### src/rtl/list_sum_ctrl.sv
// Control FSM for the linked-list summing datapath: clears it, walks the list from address 0, latches the sum.
// Latency: N-node list gives done 2N+2 cycles after start is sampled; start is taken only in IDLE, otherwise ignored.
module list_sum_ctrl #(
  parameter int DATA_WIDTH = 8,
  parameter int MAX_NODES  = 255
) (
  input  logic                  clk,
  input  logic                  rst,
  input  logic                  start,
  input  logic                  next_zero,
  input  logic [DATA_WIDTH-1:0] sum_out,
  output logic                  ld_sum,
  output logic                  ld_next,
  output logic                  sum_sel,
  output logic                  next_sel,
  output logic                  a_sel,
  output logic                  busy,
  output logic                  done,
  output logic                  err,
  output logic [DATA_WIDTH-1:0] result,
  output logic [DATA_WIDTH-1:0] node_cnt
);

  localparam logic [DATA_WIDTH-1:0] MAX_CNT = DATA_WIDTH'(MAX_NODES);

  typedef enum logic [2:0] {
    S_IDLE,
    S_INIT,
    S_ACC,
    S_LINK,
    S_DONE,
    S_ERR
  } state_t;

  state_t                state_q, state_d;
  logic                  err_q;
  logic [DATA_WIDTH-1:0] result_q;
  logic [DATA_WIDTH-1:0] cnt_q;
  logic                  accept;
  logic                  walk_end;
  logic                  guard_hit;

  always_comb begin
    state_d   = state_q;
    ld_sum    = 1'b0;
    ld_next   = 1'b0;
    sum_sel   = 1'b0;
    next_sel  = 1'b0;
    a_sel     = 1'b0;
    busy      = 1'b0;
    done      = 1'b0;
    accept    = 1'b0;
    walk_end  = 1'b0;
    guard_hit = 1'b0;
    case (state_q)
      S_IDLE: begin
        if (start) begin
          accept  = 1'b1;
          state_d = S_INIT;
        end
      end
      S_INIT: begin
        busy     = 1'b1;
        ld_sum   = 1'b1;
        sum_sel  = 1'b1;
        ld_next  = 1'b1;
        next_sel = 1'b1;
        state_d  = S_ACC;
      end
      S_ACC: begin
        busy    = 1'b1;
        ld_sum  = 1'b1;
        state_d = S_LINK;
      end
      S_LINK: begin
        busy    = 1'b1;
        a_sel   = 1'b1;
        ld_next = 1'b1;
        // A zero link wins over the guard: a list of exactly MAX_NODES is legal.
        if (next_zero) begin
          walk_end = 1'b1;
          state_d  = S_DONE;
        end else if (cnt_q == MAX_CNT) begin
          walk_end  = 1'b1;
          guard_hit = 1'b1;
          state_d   = S_ERR;
        end else begin
          state_d = S_ACC;
        end
      end
      S_DONE: begin
        done    = 1'b1;
        state_d = S_IDLE;
      end
      S_ERR: begin
        done    = 1'b1;
        state_d = S_IDLE;
      end
      default: state_d = S_IDLE;
    endcase
  end

  always_ff @(posedge clk or negedge rst) begin
    if (!rst) begin
      state_q  <= S_IDLE;
      err_q    <= 1'b0;
      result_q <= '0;
      cnt_q    <= '0;
    end else begin
      state_q <= state_d;
      if (accept) begin
        err_q <= 1'b0;
        cnt_q <= '0;
      end else if (state_q == S_ACC && cnt_q != MAX_CNT) begin
        cnt_q <= cnt_q + DATA_WIDTH'(1);
      end
      if (walk_end) begin
        result_q <= sum_out;
      end
      if (guard_hit) begin
        err_q <= 1'b1;
      end
    end
  end

  assign err      = err_q;
  assign result   = result_q;
  assign node_cnt = cnt_q;

endmodule

### config.mk
export PLATFORM = sky130hd
export DESIGN_NAME = list_sum_ctrl
export DESIGN_NICKNAME = d
export VERILOG_FILES = /design/src/rtl/list_sum_ctrl.sv
export SDC_FILE = /design/constraint.sdc
export NUM_CORES = 1
export LEC_CHECK = 0
export BUFFER_PORTS_ARGS = -buffer_cell sky130_fd_sc_hd__buf_2
export CAP_MARGIN = 20
export CORE_MARGIN = 2
export CORE_UTILIZATION = 48
export DETAILED_ROUTE_END_ITERATION = 8
export PLACE_DENSITY = 0.77
export SYNTH_ARGS = -nofsm -noshare
export SYNTH_HDL_FRONTEND = slang
export SYNTH_SLANG_ARGS = --single-unit
### constraint.sdc
create_clock -name clk -period 1.85 [get_ports clk]
set_input_delay 0.2775 -clock clk [delete_from_list [all_inputs] [get_ports clk]]
set_output_delay 0.2775 -clock clk [all_outputs]
set_load 0.05 [all_outputs]
Yosys cells after proc, flatten, opt, wreduce, memory -nomap -nowiden --
Index checks and enable logic that the tools add are counted.
Word-level totals: flip-flop bits (word level) 20, bits in latches 0, RAM bits 0, ROM bits 0, word-level logic and storage cells 42, memories 0
Operators by class: add/subtract/negate cells 1, multiply operators 0, div/mod/pow operators 0, order comparisons 0, equal/unequal tests 8, shift operators 0, mux-type cells 21, bitwise gates (word level) 0, reductions and logical operators 8
Operators with widths (count):
- 8-bit two-way mux | 2
- 1-bit two-way mux | 15
- 3-bit case mux with 4 select lines | 1
- 3-bit two-way mux | 3
- 8-bit by 1-bit adder with 8-bit output (second input constant) | 1
- 8-bit equality test (second input constant) | 1
- 8-bit != test (second input constant) | 1
- 3-bit by 2-bit equality test with 1-bit output (second input constant) | 2
- 3-bit equality test (second input constant) | 2
- 2-bit OR reduction | 3
- 2-bit nonzero test | 2
- 3-bit by 1-bit equality test with 1-bit output (second input constant) | 1
- 3-bit logical NOT | 1
- 3-bit OR reduction | 1
- 2-bit != test (second input constant) | 1
- 1-bit logical AND | 1

Logic depth before layout (Yosys ltp) --
Gate-level depths: netlist (run 1).
word-level depth 5, depth in mapped cells 6, depth with buffers taken out 5

Worst setup path after synthesis (run 1) --
Ideal clock, no wire load.
kind flip-flop to output port, from register state_q[2], to output sum_sel, arrival time 2155 ps, slack -582 ps, cell stages (with the launch flop) 4, buffers on the path 1, cell sequence dfrtp_1 > nor2b_2 > nor2b_1 > buf_4
Between the ends: word-level cells in the longest chain between the ends 2
RTL lines:
- from (decl) | RTL line 35 | state_t state_q, state_d;
- from (signal assigned) | RTL line 110 | state_q <= state_d;
- 3-bit by 1-bit equality test with 1-bit output
- 1-bit two-way mux
- to (decl) | RTL line 14 | output logic sum_sel,
No other way between the ends.

Worst setup path in the final report (run 1) --
from register state_q[2], to output a_sel
Between the ends: word-level cells in the longest chain between the ends 2
RTL lines:
- 3-bit by 2-bit equality test with 1-bit output | RTL line 55 | case (state_q)
- 1-bit two-way mux | RTL line 55
- to (decl) | RTL line 16 | output logic a_sel,
No other way between the ends.

==> results of run 1 <==
==> synth_stat cells (3+ instances only) <==
| cell | number | area [sq um] |
|---|---|---|
| mux2_4 | 8 | 120 |
| nor3_1 | 3 | 15.0 |
| o21ai_0 | 5 | 25.0 |
| inv_1 | 3 | 11.3 |
| dfrtp_1 | 20 | 500 |
| nand3_1 | 3 | 15.0 |
| a21oi_1 | 4 | 20.0 |
| nor2_1 | 9 | 33.8 |
==> kinds of logic after synthesis <==
kind of cell,Yosys count
adder cells (fa/ha/maj),1
buffers and inverters,7
AO/OA/AOI/OAI,14
AND/OR/NAND/NOR,34
XOR/XNOR,2
multiplexers,10
flip-flops,20
==> final cells by class <==
type                            count  area, sq um
Clock buffer                        3         22.5
Clock inverter                      1         30.0
Multi-Input combinational cell     61          505
Tap cell                           27         33.8
Timing Repair Buffer               37          193
Inverter                            3         11.3
Fill cell                         169          702
Sequential cell                    20          504
==> final timing paths <==
path	start	end	slack (ns)	depth (start not counted)
hold reg to reg	err	err	0.52	1
max in group asynchronous	rst	node_cnt[1]	1.08	2
min in group asynchronous	rst	node_cnt[4]	0.44	2
setup reg to reg	node_cnt[0]	result[0]	0.15	6
hold / removal	sum_out[3]	result[3]	0.20	2
setup / recovery	state_q[2]	a_sel	0.13	4
==> stage by stage <==
stage / utilization [%] / cell area, sq um / worst slack, ns / hold slack (ns)
after floorplan: - / 1060 / 0.0588 / -0.0181
after global placement: 61.8 / 1240 / 0.247 / 0.239
after detailed placement: 61.8 / 1240 / 0.165 / 0.247
after CTS: 64.9 / 1300 / 0.0151 / 0.194
after global routing: 64.9 / 1300 / 0.0360 / 0.190
final: 64.9 / 1300 / 0.133 / 0.200
==> flip-flops by register name, summed over array words and instances (netlist names) <==
register and cells:
err 1, node_cnt 8, result 8, state_q 3
==> timing repair <==
action	CTS	global route
endpoints found under the setup margin	0	3
gates resized for setup	0	1
endpoints found under the hold margin	20	0
hold buffers	1	0
==> layer usage <==
layer	global-route usage (%)	share of wire (%)	vias to the layer above	wire (um)
li1	-	-	382	-
met1	21.0	44	357	882
met2	30.5	51	25	1020
met3	3.87	4.8	0	96
met4	2.70	0	0	0
met5	0	0	-	0
==> impl_metrics.toml, run 1 <==
[placed_design]
port_buffers = 35
gp_congestion = 0.755
hpwl_mm = 1.51
place_inst = 147

[setup_path]
criticalPathCategory = "flip-flop to output port"
crit_path_start_kind = "flip-flop"
path_cells = "nor2b_4 -> nand2_2 -> inv_1 -> buf_2"
cp-end-kind = "output port"
cp_max_fo = 8
arrival_ns = 1.44
slowest_delay_ns = 0.54
cp.required_ns = 1.57
path_buf_inv = 2
critical_path.slowest_cell = "dfrtp_1"
cp_top_family = "flip-flops"

[yosys]
yosysSeqAreaShare_pct = 48.0
synth_top_family_by_area = "simple AND/OR/NAND/NOR gates"
synth-xor-area-share_pct = 1.68
ys_warn_count = 0
syn_avg_cell_area_sq_um = 11.8
synth_top_flop_cell = "dfrtp_1"
synthMuxAreaShare_pct = 13.4
synth_simple_gate_area_share_pct = 22.1
synth-edff-count = 0
ys_seq_elements = 20
synth-compound-area-share_pct = 8.88
async_flop_share_pct = 100
synth_fp_nets = 101
synth.distinct_cells = 32
syn_inst = 88
synth-adder-area-share_pct = 1.20
synthesis.area_sq_mm = 0.00104

[sta]
min_period_over_period_pct = 92.8
fmax_ghz = 0.582
fin_skew_ns = 0.00387
tns_ns = 0
setup_viol = 0
hold_viol = 0
finalCriticalPeriod_ns = 1.72
tightest_slew_ns = 0.632
maxSlewViolCount = 0
rsz0062_at_grt = "no"
relSlewSlack_pct = 57.8

[cells_and_area]
fin_cells = 152
final_common_cell = "buf_2"
diodes = 0
fin_nets = 139
final_cell_mix = "buf_2 (35), dfrtp_1 (17), nor2_1 (9), mux2_4 (8), o21ai_0 (5)"
area_delta_synth_final_pct = 24.7
drive_gt1_share_pct = 49.6

[floorplanning]
pin_count = 36
fp.dieH_um = 50.6
start_util_pct = 52.1
coreArea_sq_mm = 0.00200
die_w_um = 50.6
die-area_sq_mm = 0.00256
core.rowCount = 16

[clock_network]
numCtsBuffers = 3
cts_setup_buffers = 0
cts.sinks = 20
cts.clk_slew.worst_paths_ns = 0.12
clockBufferDepth = 2
cts_tree = "done"
root_buffer = "clkbuf_4"
insertion_delay_ns = 0.29
cts_max_level = 1

[routing]
drt-initial-drc-count = 4
drc = 0
vias = 764
wl_per_cell_um = 13.2
ant_nets = 0
drt_first_pass_iters = 4
finalWirelength_mm = 2.00
viasPerCell = 5.03

[global_routing]
antenna_found_initial = 0
grt_pass1_wl_mm = 3.31
overflow = 0
grt_pass1_vias = 759
grt_max_degree = 21
grt_use_total_pct = 17.0

[job]
maxCapViolations = 0

[outcome]
run_status = "finished clean"

[worst_hold_path]
hold_path.class = "input pin to flip-flop"
Power of run 1 is not shown: default switching activity piles up to over one toggle a cycle in this logic, so the estimate is an artifact.
==> run 2, diff against run 1 <==
Settings changed: BUFFER_PORTS_ARGS -buffer_cell sky130_fd_sc_hd__buf_2 to default, CORE_UTILIZATION 48 to 60, DONT_BUFFER_PORTS from default to 1, PLACE_DENSITY 0.77 to 0.76.
==> run 2 against run 1 <==
Highest routed layer is now met4. Critical path depth unchanged. Die area shrank 18%. Critical path type unchanged. Final area fell by 5.4%. Sequential share of layout area up 2.3 points. Via count is 5.2% lower.
==> impl_metrics.toml, run 2 (same netlist as run 1, synthesis figures left out) <==
[outcome]
run_status = "finished clean"

[sta]
fin_skew_ns = 0.00525
min_period_over_period_pct = 92.8
tightest_slew_ns = 0.879
rsz0062_at_grt = "no"
fmax_ghz = 0.582
finalCriticalPeriod_ns = 1.72
tns_ns = 0
relSlewSlack_pct = 41.2
maxSlewViolCount = 0
hold_viol = 0
setup_viol = 0

[placed_design]
hpwl_mm = 1.44
gp_congestion = 0.774
port_buffers = 0

[clock_network]
cts_max_level = 1
clockBufferDepth = 2
insertion_delay_ns = 0.30
numCtsBuffers = 3
cts.sinks = 20
cts_tree = "done"
cts.clk_slew.worst_paths_ns = 0.11
root_buffer = "clkbuf_4"

[cells_and_area]
fin_nets = 120
nFillCells = 123
area_delta_synth_final_pct = 18.0
diodes = 0
final_cell_mix = "dfrtp_1 (16), buf_4 (16), nor2_1 (9), mux2_4 (8), o21ai_0 (5)"
drive_gt1_share_pct = 41.5

[floorplanning]
core.rowCount = 15
die_w_um = 45.7
die-area_sq_mm = 0.00209
pin_count = 36
fp.dieH_um = 45.7
coreArea_sq_mm = 0.00167
start_util_pct = 62.4

[global_routing]
overflow = 0
grt_use_total_pct = 20.0
grt_pass1_vias = 683
grt_max_degree = 21
antenna_found_initial = 0
grt_pass1_wl_mm = 2.97

[routing]
drt-initial-drc-count = 12
ant_nets = 0
wl_per_cell_um = 15.9
drt_first_pass_iters = 4
drc = 0
vias = 724
viasPerCell = 5.89
finalWirelength_mm = 1.95

[setup_path]
criticalPathCategory = "flip-flop to output port"
cp_max_fo = 2
cp-end-kind = "output port"
arrival_ns = 1.44
crit_path_start_kind = "flip-flop"
cp.required_ns = 1.57

[job]
maxCapViolations = 0

[worst_hold_path]
hold_path.class = "input pin to flip-flop"
## run 2: changes by cell type in the layout (fill, tap and decap cells not counted), sizes merged
| cell | before | now |
|---|---|---|
| clkbuf | 3 | 4 |
| buf | 36 | 17 |
| bufinv | 1 | 0 |
## run 2: through the flow
stage / instance area, sq um / hold slack [ns] / instances / setup slack [ns] / utilization (%)
after global routing: 1230 / 0.107 / 123 / 0.0697 / 73.6
after CTS: 1210 / 0.114 / 120 / 0.0132 / 72.3
after global placement: 1160 / -0.0177 / 115 / 0.263 / 69.4
after detailed placement: 1160 / -0.0178 / 115 / 0.200 / 69.4
final: 1230 / 0.107 / 123 / 0.133 / 73.6
after floorplan: 1060 / -0.0181 / 88 / 0.0588 / -
## run 2: final cells by class
class / instances / area, sq um / area share [%]
multi-input combinational: 61 / 505 / 41.1
sequential: 20 / 505 / 41.1
inverter: 3 / 11.3 / 0.916
clock buffer: 4 / 36.3 / 2.95
tap: 17 / 21.3 / 1.73
timing repair buffer: 18 / 150 / 12.2
## run 2: path summary, 6_finish.rpt
| check | from | endpoint | slack, ns | cells past startpoint |
|---|---|---|---|---|
| max in group asynchronous | rst | state_q[2] | 0.73 | 1 |
| min in group asynchronous | rst | node_cnt[2] | 0.52 | 1 |
| worst max-delay path | state_q[2] | next_sel | 0.13 | 4 |
| worst max register to register | node_cnt[0] | node_cnt[5] | 0.17 | 5 |
| worst min register to register | node_cnt[3] | node_cnt[3] | 0.64 | 2 |
| worst min-delay path | sum_out[0] | result[0] | 0.11 | 1 |
## run 2: worst max-delay path, stage by stage, from the launching register on
cell	delay, ns
dfrtp_2	0.44
nor2b_4	0.12
buf_4	0.21
nor2b_4	0.19
buf_12	0.18
## run 2: repair_timing
item / CTS / global route
hold buffers: 1 / 0
buffers inserted: 0 / 3
gates resized for setup: 2 / 0
hold endpoints to repair: 20 / 0
setup endpoints to repair: 2 / 2
## run 2: metal layers
| layer | wire (um) | part of all wire, % | vias to the layer above | track usage, % |
|---|---|---|---|---|
| li1 | - | - | 344 | - |
| met1 | 792 | 41 | 346 | 25.5 |
| met2 | 969 | 50 | 29 | 32.4 |
| met3 | 151 | 7.7 | 5 | 4.37 |
| met4 | 36 | 1.8 | 0 | 8.82 |
| met5 | 0 | 0 | - | 0 |
Power of run 2 is left out for the same reason.
